==> src/rtl/inst_fetch_ctrl32.sv <==
// ---------------------------------------------------------------------------
// inst_fetch_ctrl32
//   Instruction fetch controller for the KLP32 core. Owns the program
//   counter, drives the combinational-read instruction memory address, and
//   buffers fetched words in a small prefetch FIFO that feeds decode over a
//   valid/ready handshake. PC redirects flush every buffered word except a
//   head accepted by decode in the same cycle.
//
// Optional feature macro: FETCH_MISALIGN_TRAP_EN
//   defined   : a redirect to a non-word-aligned target raises fetch_fault
//               and stalls fetching until an aligned redirect or reset.
//   undefined : redirect targets are force-aligned; fetch_fault is tied low.
//
// Parameters
//   n         address / instruction width
//   RESET_PC  first fetch address after reset (4-byte aligned)
//   DEPTH     prefetch FIFO entries (power of two, >= 2)
//
// Ports
//   clk             rising-edge clock
//   rst             synchronous active-high reset
//   fetch_en        allow new fetches; buffered entries drain regardless
//   mem_addr        address to inst_memory32 (equals the fetch PC)
//   mem_inst        word at mem_addr, valid combinationally
//   redirect_valid  one-cycle PC redirect request
//   redirect_pc     redirect target
//   out_valid       FIFO head valid
//   out_ready       decode accepts the head
//   out_inst        head instruction
//   out_pc          address of the head instruction
//   fetch_fault     misaligned-redirect fault
// ---------------------------------------------------------------------------
module inst_fetch_ctrl32 #(
  parameter int unsigned    n        = 32,
  parameter logic [n-1:0]   RESET_PC = '0,
  parameter int unsigned    DEPTH    = 2
) (
  input  logic         clk,
  input  logic         rst,
  input  logic         fetch_en,
  output logic [n-1:0] mem_addr,
  input  logic [n-1:0] mem_inst,
  input  logic         redirect_valid,
  input  logic [n-1:0] redirect_pc,
  output logic         out_valid,
  input  logic         out_ready,
  output logic [n-1:0] out_inst,
  output logic [n-1:0] out_pc,
  output logic         fetch_fault
);

  localparam int unsigned PTR_W = (DEPTH > 1) ? $clog2(DEPTH) : 1;
  localparam int unsigned CNT_W = $clog2(DEPTH + 1);

  // Architectural state
  logic [n-1:0]     fetch_pc;
  logic [n-1:0]     pc_mem   [DEPTH];
  logic [n-1:0]     inst_mem [DEPTH];
  logic [PTR_W-1:0] wr_ptr;
  logic [PTR_W-1:0] rd_ptr;
  logic [CNT_W-1:0] count;
  logic             fault;

  // Next-state values
  logic [n-1:0]     fetch_pc_nxt;
  logic [PTR_W-1:0] wr_ptr_nxt;
  logic [PTR_W-1:0] rd_ptr_nxt;
  logic [CNT_W-1:0] count_nxt;
  logic [n-1:0]     head_pc_nxt;
  logic [n-1:0]     head_inst_nxt;
  logic             valid_nxt;
  logic             push;
  logic             pop;

  // Target address a redirect loads into fetch_pc
  logic [n-1:0]     redirect_target;

  assign mem_addr = fetch_pc;

  // -------------------------------------------------------------------------
  // Misaligned-redirect handling
  // -------------------------------------------------------------------------
`ifdef FETCH_MISALIGN_TRAP_EN
  logic fault_nxt;

  // Target is taken unmodified; a non-zero low pair traps until realigned.
  always_comb begin
    redirect_target = redirect_pc;
    fault_nxt       = fault;
    if (redirect_valid) begin
      fault_nxt = |redirect_pc[1:0];
    end
  end

  // Fault flag register
  always_ff @(posedge clk) begin
    if (rst) begin
      fault <= 1'b0;
    end else begin
      fault <= fault_nxt;
    end
  end
`else
  // Low address bits are silently dropped; fault can never be raised.
  always_comb begin
    redirect_target = redirect_pc & ~n'(3);
  end

  assign fault = 1'b0;
`endif

  assign fetch_fault = fault;

  // -------------------------------------------------------------------------
  // Fetch / FIFO next-state logic
  // -------------------------------------------------------------------------
  always_comb begin
    fetch_pc_nxt  = fetch_pc;
    wr_ptr_nxt    = wr_ptr;
    rd_ptr_nxt    = rd_ptr;
    count_nxt     = count;
    head_pc_nxt   = '0;
    head_inst_nxt = '0;
    valid_nxt     = 1'b0;

    // A full FIFO never pushes, even when a pop frees a slot this cycle.
    push = fetch_en && (count < CNT_W'(DEPTH)) && !redirect_valid && !fault;
    pop  = out_valid && out_ready;

    if (redirect_valid) begin
      // Flush: a same-cycle accepted head has already been consumed by decode.
      fetch_pc_nxt = redirect_target;
      wr_ptr_nxt   = '0;
      rd_ptr_nxt   = '0;
      count_nxt    = '0;
    end else begin
      if (push) begin
        wr_ptr_nxt   = wr_ptr + PTR_W'(1);
        fetch_pc_nxt = fetch_pc + n'(4);
      end
      if (pop) begin
        rd_ptr_nxt = rd_ptr + PTR_W'(1);
      end
      case ({push, pop})
        2'b10:   count_nxt = count + CNT_W'(1);
        2'b01:   count_nxt = count - CNT_W'(1);
        default: count_nxt = count;
      endcase
    end

    // Registered head: the word being written this cycle becomes the head
    // whenever it lands on the slot the read pointer will point at.
    if (push && (wr_ptr == rd_ptr_nxt)) begin
      head_pc_nxt   = fetch_pc;
      head_inst_nxt = mem_inst;
    end else begin
      head_pc_nxt   = pc_mem[rd_ptr_nxt];
      head_inst_nxt = inst_mem[rd_ptr_nxt];
    end

    valid_nxt = (count_nxt != '0);
  end

  // -------------------------------------------------------------------------
  // State registers
  // -------------------------------------------------------------------------
  always_ff @(posedge clk) begin
    if (rst) begin
      fetch_pc  <= RESET_PC;
      wr_ptr    <= '0;
      rd_ptr    <= '0;
      count     <= '0;
      out_valid <= 1'b0;
      out_pc    <= '0;
      out_inst  <= '0;
      for (int unsigned i = 0; i < DEPTH; i++) begin
        pc_mem[i]   <= '0;
        inst_mem[i] <= '0;
      end
    end else begin
      fetch_pc  <= fetch_pc_nxt;
      wr_ptr    <= wr_ptr_nxt;
      rd_ptr    <= rd_ptr_nxt;
      count     <= count_nxt;
      out_valid <= valid_nxt;
      out_pc    <= head_pc_nxt;
      out_inst  <= head_inst_nxt;
      if (push) begin
        pc_mem[wr_ptr]   <= fetch_pc;
        inst_mem[wr_ptr] <= mem_inst;
      end
    end
  end

endmodule

==> config.mk <==
export PLATFORM = sky130hd
export DESIGN_NAME = inst_fetch_ctrl32
export DESIGN_NICKNAME = d
export VERILOG_FILES = /design/src/rtl/inst_fetch_ctrl32.sv
export SDC_FILE = /design/constraint.sdc
export NUM_CORES = 1
export LEC_CHECK = 0
export ABC_AREA = 0
export CELL_PAD_IN_SITES_DETAIL_PLACEMENT = 0
export CELL_PAD_IN_SITES_GLOBAL_PLACEMENT = 2
export CORE_AREA = 4 4 237 123
export DETAILED_ROUTE_END_ITERATION = 8
export DIE_AREA = 0 0 241 127
export PLACE_DENSITY = 0.9
export SLEW_MARGIN = 20
export SYNTH_ARGS = -nofsm -noshare
export SYNTH_HDL_FRONTEND = slang
export SYNTH_SLANG_ARGS = --single-unit
==> constraint.sdc <==
create_clock -name clk -period 21.8 [get_ports clk]
set_clock_uncertainty 0.2 [all_clocks]
set_input_delay 6.54 -clock clk [delete_from_list [all_inputs] [get_ports clk]]
set_output_delay 6.54 -clock clk [all_outputs]
set_load 0.02 [all_outputs]
==> summary.md <==
| Metric | Value |
|---|---|
| Status | completed |
| Final Max Slew Viols | 0 |
| CP Data Arrival Time | 10,440 ps |
| Final hold vios | 0 |
| DP Area | 11,800 sq um |
| Placed Cells | 1,342 |
| Largest net degree at the start of global routing | 72 |
| Synth cell types | 61 |
| TritonRoute pass-1 iters | 5 |
| Max-Slew Margin vs Limit | 0.315 |
| Register area share after synthesis | 0.571 |
| Initial Util | 0.365 |
| Maximum clock frequency | between 0.09 and 0.1 GHz |
| CTS root buffer | clkbuf_16 |
| Vias | 7,142 |
| Initial antenna violation count | 1 |
| Ant. Diodes | 0 |
| Leakage power | 0.00484 uW |
| Post CTS Setup Buffer Count | 0 |
| FF/Latch Area | 5670 sq um |
| WL/cell | 19.6 um |
| Cell Count, Final, Fillers Out | between 1,000 and 1,500 |
| CTS Hold Bufs | 0 |
| Number of global-route vias before repair | 7,113 |
| Post-CTS sizing | 0 |
| Filler cell count | ~2,500 |
| Antenna Violating Nets Remaining | 0 |
| Clock Latency Late Sink | 510 ps |
| Share of layout cells above drive strength 1 | 0.118 |
| Async set-reset flop share out of synthesis | 0 |
| P per Cell Area | 77.6 nW/um^2 |
| Delay-heaviest family, CP | compound AO/OA/AOI/OAI gates |
| Gp weighted congestion | 0.735 |
| Post-detailed-routing wire length | 27,100 um |
| Via-per-instance ratio | 5.17 |
| Flop and latch count out of synthesis | roughly 220 |
| Synth Instances | a little under 900 |
| WS Path Type | input pin to flip-flop |
| CP Capture Type | flip-flop |
| Worst Path Required | 22,000 ps |
| EDFF count, synth | about 120 |
| Die area | just over 30,000 sq um |
| Hold Path Class | flip-flop to flip-flop |
| Clk sinks | 221 |
| WP buf/inv | 2 |
| Peak VDD IR | 0.0411 mV |
| Post-Syn Area | 9930 sq um |
| I/O Buffers | between 150 and 200 |
| Yosys warning count | 0 |
| Hpwl dp | 16,500 um |
| RSZ-0062 raised after global routing | no |
| Core area | 27,200 sq um |
| # H-tree levels | 1 |
| Tmin final | 10,240 ps |
| Longest Clk Path Bufs | 3 |
| Tot Pwr | 968 uW |
| GR Overflow Total | 0 |
| GRT Resource Usage Total | 0.174 |
| Clock buffer count from CTS | 22 |
| Main flop type after synthesis | edfxtp_1 |
| CP Launch Type | input pin |
| Top-Level Pins | 167 |
| P&R area growth vs syn | 25.7% |
| MaxCap Viol Count | 0 |
| DR DRC count | 0 |
| Footprint of the multi-input gates | 3540 sq um |
| Row count | 43 |
| Global-route wire length before repair | 41,800 um |
| Chip height | 127 um |
| Critical path cell sequence | clkdlybuf4s50_1 -> a21boi_1 -> o21a_4 -> mux2i_4 -> buf_4 -> mux2_2 |
| Final setup vio count | 0 |
| Nets | 1,077 |
| Worst-path clk slew | around 70 ps |
| Final Cell Area | 12,500 sq um |
| Syn avg cell area | 11.2 sq um |
| Setup TNS | 0 ps |
| Worst-path maximum fanout | 67 |
| Max incr delay on CP | about 900 ps |
| Slowest CP cell | mux2i_4 |
| Final period util | 0.470 |
| Number of DRC markers in iteration 0 | 527 |
| DIE WIDTH | around 240 um |
| Worst slew pin tran | 1030 ps |
| TritonCTS clock tree | done |
## cell type report
class                      count  area share
timing repair buffer         168       0.133
inverter                     123      0.0370
multi-input combinational    470       0.284
tap                          360      0.0361
clock buffer                  28      0.0493
clock inverter                11     0.00692
sequential                   221       0.454
## worst reg2reg max path, cell delays in order (launching register included)
cell,delay (ps)
dfxtp_1,330
a21boi_1,540
o21a_4,890
mux2i_4,930
buf_4,690
mux2_2,440
## layout by cell type, fill, tap and decap left out, types with 5 or more instances in the layout
cell and n:
or4_1 8, nand4_1 8, xnor2_1 8, nor3_1 9, nor4_1 6, edfxtp_1 124, a21oi_1 11, nand2_1 18
nor2_1 23, clkdlybuf4s50_1 158, and3_1 71, clkbuf_16 23, xor2_1 7, inv_1 122, clkinv_2 5, and2_1 62
o32ai_1 58, and4_1 7, mux2_2 58, nand3_1 11, o211ai_1 13, or3_1 7, buf_4 10, a211oi_1 12
a311oi_1 8, nor2b_1 6, conb_1 5, dfxtp_1 96
## cells in the mapped netlist (2+ instances only)
| cell | number | share of area |
|---|---|---|
| a2111oi_0 | 2 | 0.0018 |
| a211oi_1 | 12 | 0.0091 |
| a21boi_0 | 3 | 0.0023 |
| a21oi_1 | 11 | 0.0055 |
| a311oi_1 | 8 | 0.0071 |
| and2_1 | 62 | 0.039 |
| and3_1 | 71 | 0.045 |
| and4_1 | 7 | 0.0062 |
| and4b_1 | 2 | 0.0020 |
| buf_2 | 9 | 0.0045 |
| buf_4 | 7 | 0.0053 |
| clkbuf_1 | 56 | 0.021 |
| clkbuf_2 | 5 | 0.0025 |
| dfxtp_1 | 97 | 0.20 |
| edfxtp_1 | 124 | 0.38 |
| ha_1 | 2 | 0.0025 |
| inv_1 | 122 | 0.046 |
| mux2_2 | 58 | 0.066 |
| mux2i_1 | 5 | 0.0050 |
| nand2_1 | 18 | 0.0068 |
| nand3_1 | 11 | 0.0055 |
| nand3b_1 | 2 | 0.0015 |
| nand4_1 | 8 | 0.0050 |
| nand4b_1 | 2 | 0.0018 |
| nor2_1 | 23 | 0.0087 |
| nor2b_1 | 6 | 0.0038 |
| nor3_1 | 9 | 0.0045 |
| nor4_1 | 8 | 0.0050 |
| o2111ai_1 | 4 | 0.0035 |
| o211ai_1 | 13 | 0.0098 |
| o21a_1 | 2 | 0.0015 |
| o21ai_0 | 4 | 0.0020 |
| o31ai_1 | 4 | 0.0030 |
| o32ai_1 | 58 | 0.051 |
| or3_1 | 7 | 0.0044 |
| or4_1 | 8 | 0.0061 |
| or4b_2 | 2 | 0.0020 |
| xnor2_1 | 8 | 0.0071 |
| xor2_1 | 7 | 0.0062 |
## power breakdown
group	internal, uW	total, uW	switching (uW)
combinational	50.8	110	58.8
sequential	464	481	16.7
clock	212	377	166
total	727	968	241
## worst paths after layout
kind / startpoint / slack, ps / endpoint / depth (start not counted)
hold / removal: inst_mem[1][26] / 350 / out_inst[26] / 2
hold reg to reg: inst_mem[1][26] / 350 / out_inst[26] / 2
setup / recovery: out_ready / 11560 / out_inst[23] / 6
setup reg to reg: out_valid / 17670 / out_inst[23] / 5
## state kept, by name, indices dropped and copies added (netlist names)
register	flops
inst_mem	64
pc_mem	60
out_inst	32
mem_addr	30
out_pc	30
count	2
out_valid	1
rd_ptr	1
wr_ptr	1
## metrics by stage
stage / hold slack [ps] / utilization / worst slack (ps)
after floorplan: 306 / - / 9380
after global routing: 371 / 0.458 / 11330
after global placement: 325 / 0.432 / 10950
after CTS: 347 / 0.458 / 11470
after detailed placement: 329 / 0.432 / 10940
final: 353 / 0.458 / 11560
## routing by layer
metal,global-route usage,share of wire,vias up,routed length [um]
met4,0.0253,0.012,2,326
met1,0.254,0.48,3491,13100
met5,0,0.00048,-,13
met3,0.0421,0.062,29,1690
met2,0.270,0.44,185,12000
li1,-,-,3435,-
## kinds of logic (layout without fill, tap and decap cells)
family / Yosys count / in the layout / share of synthesized area
AND/OR/NAND/NOR: 257 / 257 / 0.158
flip-flops: 221 / 221 / 0.571
buffers and inverters: 202 / 330 / 0.0816
AO/OA/AOI/OAI: 128 / 128 / 0.103
multiplexers: 63 / 63 / 0.0708
XOR/XNOR: 15 / 15 / 0.0132
adder cells (fa/ha/maj): 2 / 2 / 0.00252
other: 1 / 5 / 0.000378
(Power assumes the default switching activity.)
